[config.mk]
export PLATFORM = sky130hd
export DESIGN_NAME = alu_seq_ctrl
export DESIGN_NICKNAME = d
export VERILOG_FILES = /design/src/rtl/alu_seq_ctrl.sv
export SDC_FILE = /design/constraint.sdc
export NUM_CORES = 1
export LEC_CHECK = 0
export ABC_AREA = 1
export BUFFER_PORTS_ARGS = -buffer_cell sky130_fd_sc_hd__buf_4
export CORE_ASPECT_RATIO = 0.8
export CORE_MARGIN = 2
export CORE_UTILIZATION = 55
export DETAILED_ROUTE_END_ITERATION = 7
export PLACE_DENSITY = 0.8
export SYNTH_ARGS = -nofsm -noshare
export SYNTH_HDL_FRONTEND = slang
export SYNTH_SLANG_ARGS = --single-unit
[constraint.sdc]
create_clock -name clk -period 2.03 [get_ports clk]
set_clock_uncertainty 0.15 [all_clocks]
set_input_delay 0.3045 -clock clk [delete_from_list [all_inputs] [get_ports clk]]
set_output_delay 0.3045 -clock clk [all_outputs]
set_load 0.02 [all_outputs]
[src/rtl/alu_seq_ctrl.sv]
// Issue-side sequencer for the 8-bit combinational ALU: owns a small operand
// register file, drives a/b/sel from registers and returns z over a response channel.
module alu_seq_ctrl #(
  parameter int WIDTH = 8,
  parameter int AW    = 2,
  parameter int CNTW  = 16
) (
  input  logic             clk,
  input  logic             rst_n,
  input  logic             cmd_valid,
  output logic             cmd_ready,
  input  logic [3:0]       cmd_op,
  input  logic [AW-1:0]    cmd_dst,
  input  logic [AW-1:0]    cmd_srca,
  input  logic [AW-1:0]    cmd_srcb,
  input  logic             ld_en,
  input  logic [AW-1:0]    ld_addr,
  input  logic [WIDTH-1:0] ld_data,
  output logic [WIDTH-1:0] alu_a,
  output logic [WIDTH-1:0] alu_b,
  output logic [3:0]       alu_sel,
  input  logic [WIDTH-1:0] alu_z,
  output logic             rsp_valid,
  input  logic             rsp_ready,
  output logic [WIDTH-1:0] rsp_data,
  output logic             rsp_zero,
  output logic             rsp_err,
  output logic [CNTW-1:0]  op_count
);

  localparam int NREG = 1 << AW;
  localparam logic [3:0] OP_UNDEF = 4'b1111;

  typedef enum logic [1:0] {
    S_IDLE,
    S_EXEC,
    S_RESP
  } state_t;

  state_t           r_state;
  logic [WIDTH-1:0] r_rf [NREG];
  logic [WIDTH-1:0] w_rf_next [NREG];
  logic [AW-1:0]    r_dst;
  logic [WIDTH-1:0] r_alu_a;
  logic [WIDTH-1:0] r_alu_b;
  logic [3:0]       r_alu_sel;
  logic [WIDTH-1:0] r_rsp_data;
  logic             r_rsp_zero;
  logic             r_rsp_err;
  logic [CNTW-1:0]  r_op_count;

  logic             w_accept;
  logic             w_wb_en;
  logic             w_rsp_fire;
  logic [WIDTH-1:0] w_result;

  assign cmd_ready  = rst_n && (r_state == S_IDLE);
  assign rsp_valid  = (r_state == S_RESP);
  assign w_accept   = cmd_valid && cmd_ready;
  assign w_rsp_fire = (r_state == S_RESP) && rsp_ready;

  // The undefined opcode produces no write-back and reports a zero result.
  assign w_wb_en  = (r_state == S_EXEC) && (r_alu_sel != OP_UNDEF);
  assign w_result = (r_alu_sel == OP_UNDEF) ? '0 : alu_z;

  assign alu_a    = r_alu_a;
  assign alu_b    = r_alu_b;
  assign alu_sel  = r_alu_sel;
  assign rsp_data = r_rsp_data;
  assign rsp_zero = r_rsp_zero;
  assign rsp_err  = r_rsp_err;
  assign op_count = r_op_count;

  // Direct loads take priority over a same-edge write-back to the same register.
  generate
    for (genvar gi = 0; gi < NREG; gi++) begin : g_rf
      logic w_ld_hit;
      logic w_wb_hit;
      assign w_ld_hit      = ld_en && (ld_addr == AW'(gi));
      assign w_wb_hit      = w_wb_en && (r_dst == AW'(gi));
      assign w_rf_next[gi] = w_ld_hit ? ld_data : (w_wb_hit ? alu_z : r_rf[gi]);
    end
  endgenerate

  always_ff @(posedge clk) begin
    for (int i = 0; i < NREG; i++) begin
      if (!rst_n) begin
        r_rf[i] <= '0;
      end else begin
        r_rf[i] <= w_rf_next[i];
      end
    end
  end

  always_ff @(posedge clk) begin
    if (!rst_n) begin
      r_state    <= S_IDLE;
      r_dst      <= '0;
      r_alu_a    <= '0;
      r_alu_b    <= '0;
      r_alu_sel  <= '0;
      r_rsp_data <= '0;
      r_rsp_zero <= 1'b0;
      r_rsp_err  <= 1'b0;
      r_op_count <= '0;
    end else begin
      case (r_state)
        S_IDLE: begin
          // Operands come from the file as it stood before this edge.
          if (w_accept) begin
            r_alu_a   <= r_rf[cmd_srca];
            r_alu_b   <= r_rf[cmd_srcb];
            r_alu_sel <= cmd_op;
            r_dst     <= cmd_dst;
            r_state   <= S_EXEC;
          end
        end
        S_EXEC: begin
          r_rsp_data <= w_result;
          r_rsp_zero <= (w_result == '0);
          r_rsp_err  <= (r_alu_sel == OP_UNDEF);
          r_state    <= S_RESP;
        end
        S_RESP: begin
          if (w_rsp_fire) begin
            r_op_count <= r_op_count + CNTW'(1);
            r_state    <= S_IDLE;
          end
        end
        default: r_state <= S_IDLE;
      endcase
    end
  end

endmodule

After elaboration in Yosys (flattened, before gate mapping)
Memory sizes are Yosys's and may differ from the RTL's. A register that Yosys moved wholly into a read port is not among the register bits.
Cells that the tools add are included.
{"block": "classes", "n_mux": 18, "bitwise": 4, "eq_ne": 16, "reduce_logical": 25, "addsub": 1}
{"operator": "$mux 8", "n": 13}
{"operator": "$add 16x1->16 const B", "n": 1}
{"operator": "$reduce_and 2->1", "n": 7}
{"operator": "$logic_and 1x1->1", "n": 12}
{"operator": "$eq 2x2->1 const B", "n": 5}
{"operator": "$ne 2x2->1 const B", "n": 5}
{"operator": "$logic_not 8->1", "n": 1}
{"operator": "$eq 2x1->1 const B", "n": 3}
{"operator": "$logic_not 2->1", "n": 3}
{"operator": "$pmux 2 s3", "n": 1}
{"operator": "$eq 4x4->1 const B", "n": 1}
{"operator": "$mux 2", "n": 2}
{"operator": "$ne 4x4->1 const B", "n": 1}
{"operator": "$or 1x1->1", "n": 4}
{"operator": "$logic_not 1->1", "n": 2}
{"operator": "$mux 1", "n": 2}
{"operator": "$ne 2x1->1 const B", "n": 1}
{"block": "word_totals", "out_inout_bits": 48, "mem_count": 1, "reg_bits": 34, "in_bits": 33, "ramBits": 32}
{"name": "r_rf", "depth": 4, "word_bits": 8, "read_ports": 2, "rd_ports_with_merged_regs": 2, "write_ports": 4, "line": "41", "source": "logic [WIDTH-1:0] r_rf [NREG];"}

Logic depth before layout (Yosys ltp)
{"block": "logic_depth", "depth_word": 6, "mapped_depth": 10, "depth_no_buf": 10}

Worst setup path before layout
No wires, ideal clock.
{"block": "synth_path", "path_kind": "flip-flop to flip-flop", "from": "register r_op_count[0], in the netlist op_count[0]", "to": "register r_op_count[8], in the netlist op_count[8]", "path_buffers": 0, "synth_period_minus_slack_ns": 1.631, "required_ns": 1.765, "stages_incl_launch_ff": 8, "arrival_ns": 1.366, "slack_ns": 0.399, "path_cell_list": "dfxtp_1 -> ha_1 -> nand3_1 -> nor2_1 -> nand2_1 -> nor2_1 -> nand2_1 -> and3_1"}
{"block": "synth_between", "elab_chain_len": 1}
{"item": "from (decl)", "line": "50", "source": "logic [CNTW-1:0] r_op_count;"}
{"item": "from (signal assigned)", "line": "126", "source": "r_op_count <= r_op_count + CNTW'(1);"}
{"item": "$add 16x1->16", "line": "126"}
No other way between the ends.
A chain may end at the register's enable or synchronous reset.

==> metrics.md <==
| Metric | Value |
|---|---|
| Status | `finished clean` |
| WHS | `0.0545 ns` |
| Hold Path End | `alu_sel[0]` |
| Setup TNS | `0 ns` |
| Rows | `27` |
| First-pass GRT wire length | `18.0 mm` |
| Max transition margin | `0.671` |
| Crit path launch type | `flip-flop` |
| Worst Setup Path Type | `reg2reg` |
| Seq cells post-synth | `82` |
| Mean post-synth cell area | `7.64 um^2` |
| Critical path cell sequence | `nand2_1 > nor2_2 > nand3_1 > nand3_1` |
| I/O Pins | `81` |
| Most used cell, CP | `nand3_1` |
| Clock power frac | `0.335` |
| Power per cell area | `732 nW/um^2` |
| Period minus WS final | `1.86 ns` |
| Sw frac | `0.275` |
| Share of layout cells above drive strength 1 | `0.197` |
| CP max stage cell | `dfxtp_1` |
| Root Driver | `clkbuf_8` |
| Antenna violations before repair | `0` |
| H-tree levels | `3` |
| Initial DRT Pass Iterations | `5` |
| Total GRT Usage | `0.292` |
| Vias | `4018` |
| Max Cap Viol | `0` |
| NetSw | `989 uW` |
| Synth Instances | `527` |
| Area Growth Syn to Fin | `21.9%` |
| Min-delay worst type | `in2reg` |
| Comb pwr share | `0.147` |
| Post-CTS setup buffer count | `0` |
| Filler Cell Count | `590` |
| Pre-CTS WS | `0.215 ns` |
| P_leak | `2.05 nW` |
| Cell Int Power | `2.60 mW` |
| Critical path's largest stage delay | `0.46 ns` |
| Vias/cell | `5.77` |
| Worst EP required | `1.89 ns` |
| Sequential share of the synthesized area | `0.487` |
| Crit-path max FO | `8` |
| Final net count | `638` |
| WL/cell | `16.1 um` |
| Worst Tran Pin Value | `0.490 ns` |
| Post_cts resized | `0` |
| Die Width | `99.7 um` |
| # hold bufs at CTS | `0` |
| Hold Path Cell Cnt | `3` |
| Most common cell after layout, fill and taps aside | `buf_4` |
| RR Endpoint | `r_rf[1][1]` |
| TritonCTS Sinks | `82` |
| 1st-iter DRT viols | `331` |
| Period utilisation layout | `0.917` |
| Peak VDD IR | `0.496 mV` |
| CTS tree | `yes` |
| Max Fclk | `537 MHz` |
| Final slew viol count | `0` |
| Die footprint | `8030 um^2` |
| Async SR Flop Fraction | `0` |
| Vias in the first global route | `3619` |
| Max clock buf depth | `2` |
| Die Span Y | `80.6 um` |
| Antenna cells | `0` |
| Clk_lat worst skew | `0.36 ns` |
| Largest net degree at the start of global routing | `26` |
| Mapped cell area | `4030 um^2` |
| Hold path start | `cmd_op[0]` |
| Critical Path Sink Type | `flip-flop` |
| Primary FF master, synth | `dfxtp_1` |
| Drc violations | `0` |
| Seq pwr share | `0.518` |
| Gr ovfl total | `0` |
| Number of synthesized flops with an enable pin | `32` |
| Commonest cells after routing, fill and taps aside | `buf_4, nand2_1, o21ai_0` |
| R2R setup slack | `0.17 ns` |
| Core area | `6990 um^2` |
| PortBufs | `80` |
| Synth unique cells | `29` |
| # setup viols final | `0` |
| WL final | `11.2 mm` |
| TritonCTS Buffers | `9` |
| Reg clk slew, reported paths | `0.09 ns` |
| Worst Path Arrival | `1.72 ns` |
| Initial core utilization | `0.576` |
| DP Wirelength | `8.29 mm` |
| Worst flop-to-flop path startpoint | `r_state[0]` |
| Routability congestion estimate from global placement | `0.937` |
| RSZ-0062 raised after global routing | `no` |
| Fin. Hold Viols | `0` |
| Worst R2R Path Depth | `4` |
| Yosys Warn Count | `0` |
| Syn nets | `561` |
| Setup ws final | `0.169 ns` |
| Routed Antenna Nets | `0` |
## critical path: cells and delay by family (launching register included)
kind / cells / cell delay, ns
AND/OR/NAND/NOR: 4 / 0.91
flip-flops: 1 / 0.46
## cell type report
class / count / area (um^2) / share of cell area
inverters: 36 / 135 / 0.0275
multi-input cells: 386 / 1830 / 0.373
flip-flops and latches: 82 / 1960 / 0.400
clock inverters: 5 / 62.6 / 0.0127
clock buffers: 11 / 141 / 0.0288
well taps: 87 / 109 / 0.0222
repair buffers: 89 / 668 / 0.136
## flip-flops by register name (all words and copies together) (netlist names)
signal,count
rsp_data,8
r_dst,2
op_count,16
alu_b,8
r_state,2
rsp_zero,1
alu_sel,4
rsp_err,1
r_rf,32
alu_a,8
## worst max-delay path by stage
stage / from / end / slack, ns / cells past startpoint
after CTS: r_state[0] / r_rf[1][2] / 0.17 / 4
after global routing: r_state[0] / r_rf[1][2] / 0.04 / 4
after floorplan: op_count[0] / op_count[8] / 0.40 / 7
final: r_state[0] / r_rf[1][1] / 0.17 / 4
after global placement: r_state[0] / r_rf[1][6] / 0.28 / 4
after detailed placement: r_state[0] / r_rf[1][5] / 0.22 / 4
## routing by layer
| metal | share of wire | vias up | track usage |
|---|---|---|---|
| met5 | 0 | - | 0 |
| met4 | 0.018 | 0 | 0.0658 |
| met3 | 0.10 | 24 | 0.0653 |
| met2 | 0.43 | 225 | 0.459 |
| met1 | 0.45 | 1802 | 0.413 |
| li1 | - | 1967 | - |
## cells in the mapped netlist (2+ instances only)
master,n,share of area
nand2_1,80,0.075
nor2_1,67,0.062
nand3_1,34,0.042
nor2_2,3,0.0047
dfxtp_1,50,0.25
o21ai_1,6,0.0075
and3_1,3,0.0047
buf_2,5,0.0062
nand2_2,7,0.011
buf_4,2,0.0037
a21oi_1,73,0.091
clkbuf_1,15,0.014
nand4_1,18,0.028
xor2_1,2,0.0043
o21ai_0,76,0.094
edfxtp_1,32,0.24
inv_1,31,0.029
inv_2,4,0.0037
nor3_1,9,0.011
## cell families after synthesis
family          share of synthesized area
compound gates                      0.200
xor+xnor                          0.00435
fa+ha+maj                         0.00311
buf+inv                            0.0584
flops                               0.487
simple gates                        0.247
## power groups by stage
| stage | registers (mW) | clock network (mW) | logic, mW |
|---|---|---|---|
| 3_5_place_dp | 1.90 | 0 | 0.520 |
| 6_report | 1.86 | 1.20 | 0.528 |
| 2_1_floorplan | 1.93 | 0 | 0.257 |
| 4_1_cts | 1.86 | 1.22 | 0.523 |
| 5_1_grt | 1.87 | 1.28 | 0.581 |
| 3_3_place_gp | 1.89 | 0 | 0.511 |
## per-stage QoR
stage                     instances  cell area [um^2]  power (mW)  utilization
after floorplan                 527              4030        2.18            -
after global placement          680              4710        2.40        0.673
after detailed placement        680              4710        2.42        0.673
after CTS                       696              4910        3.60        0.702
after global routing            696              4910        3.73        0.702
final                           696              4910        3.59        0.702
Power figures use the tool's default switching activity.
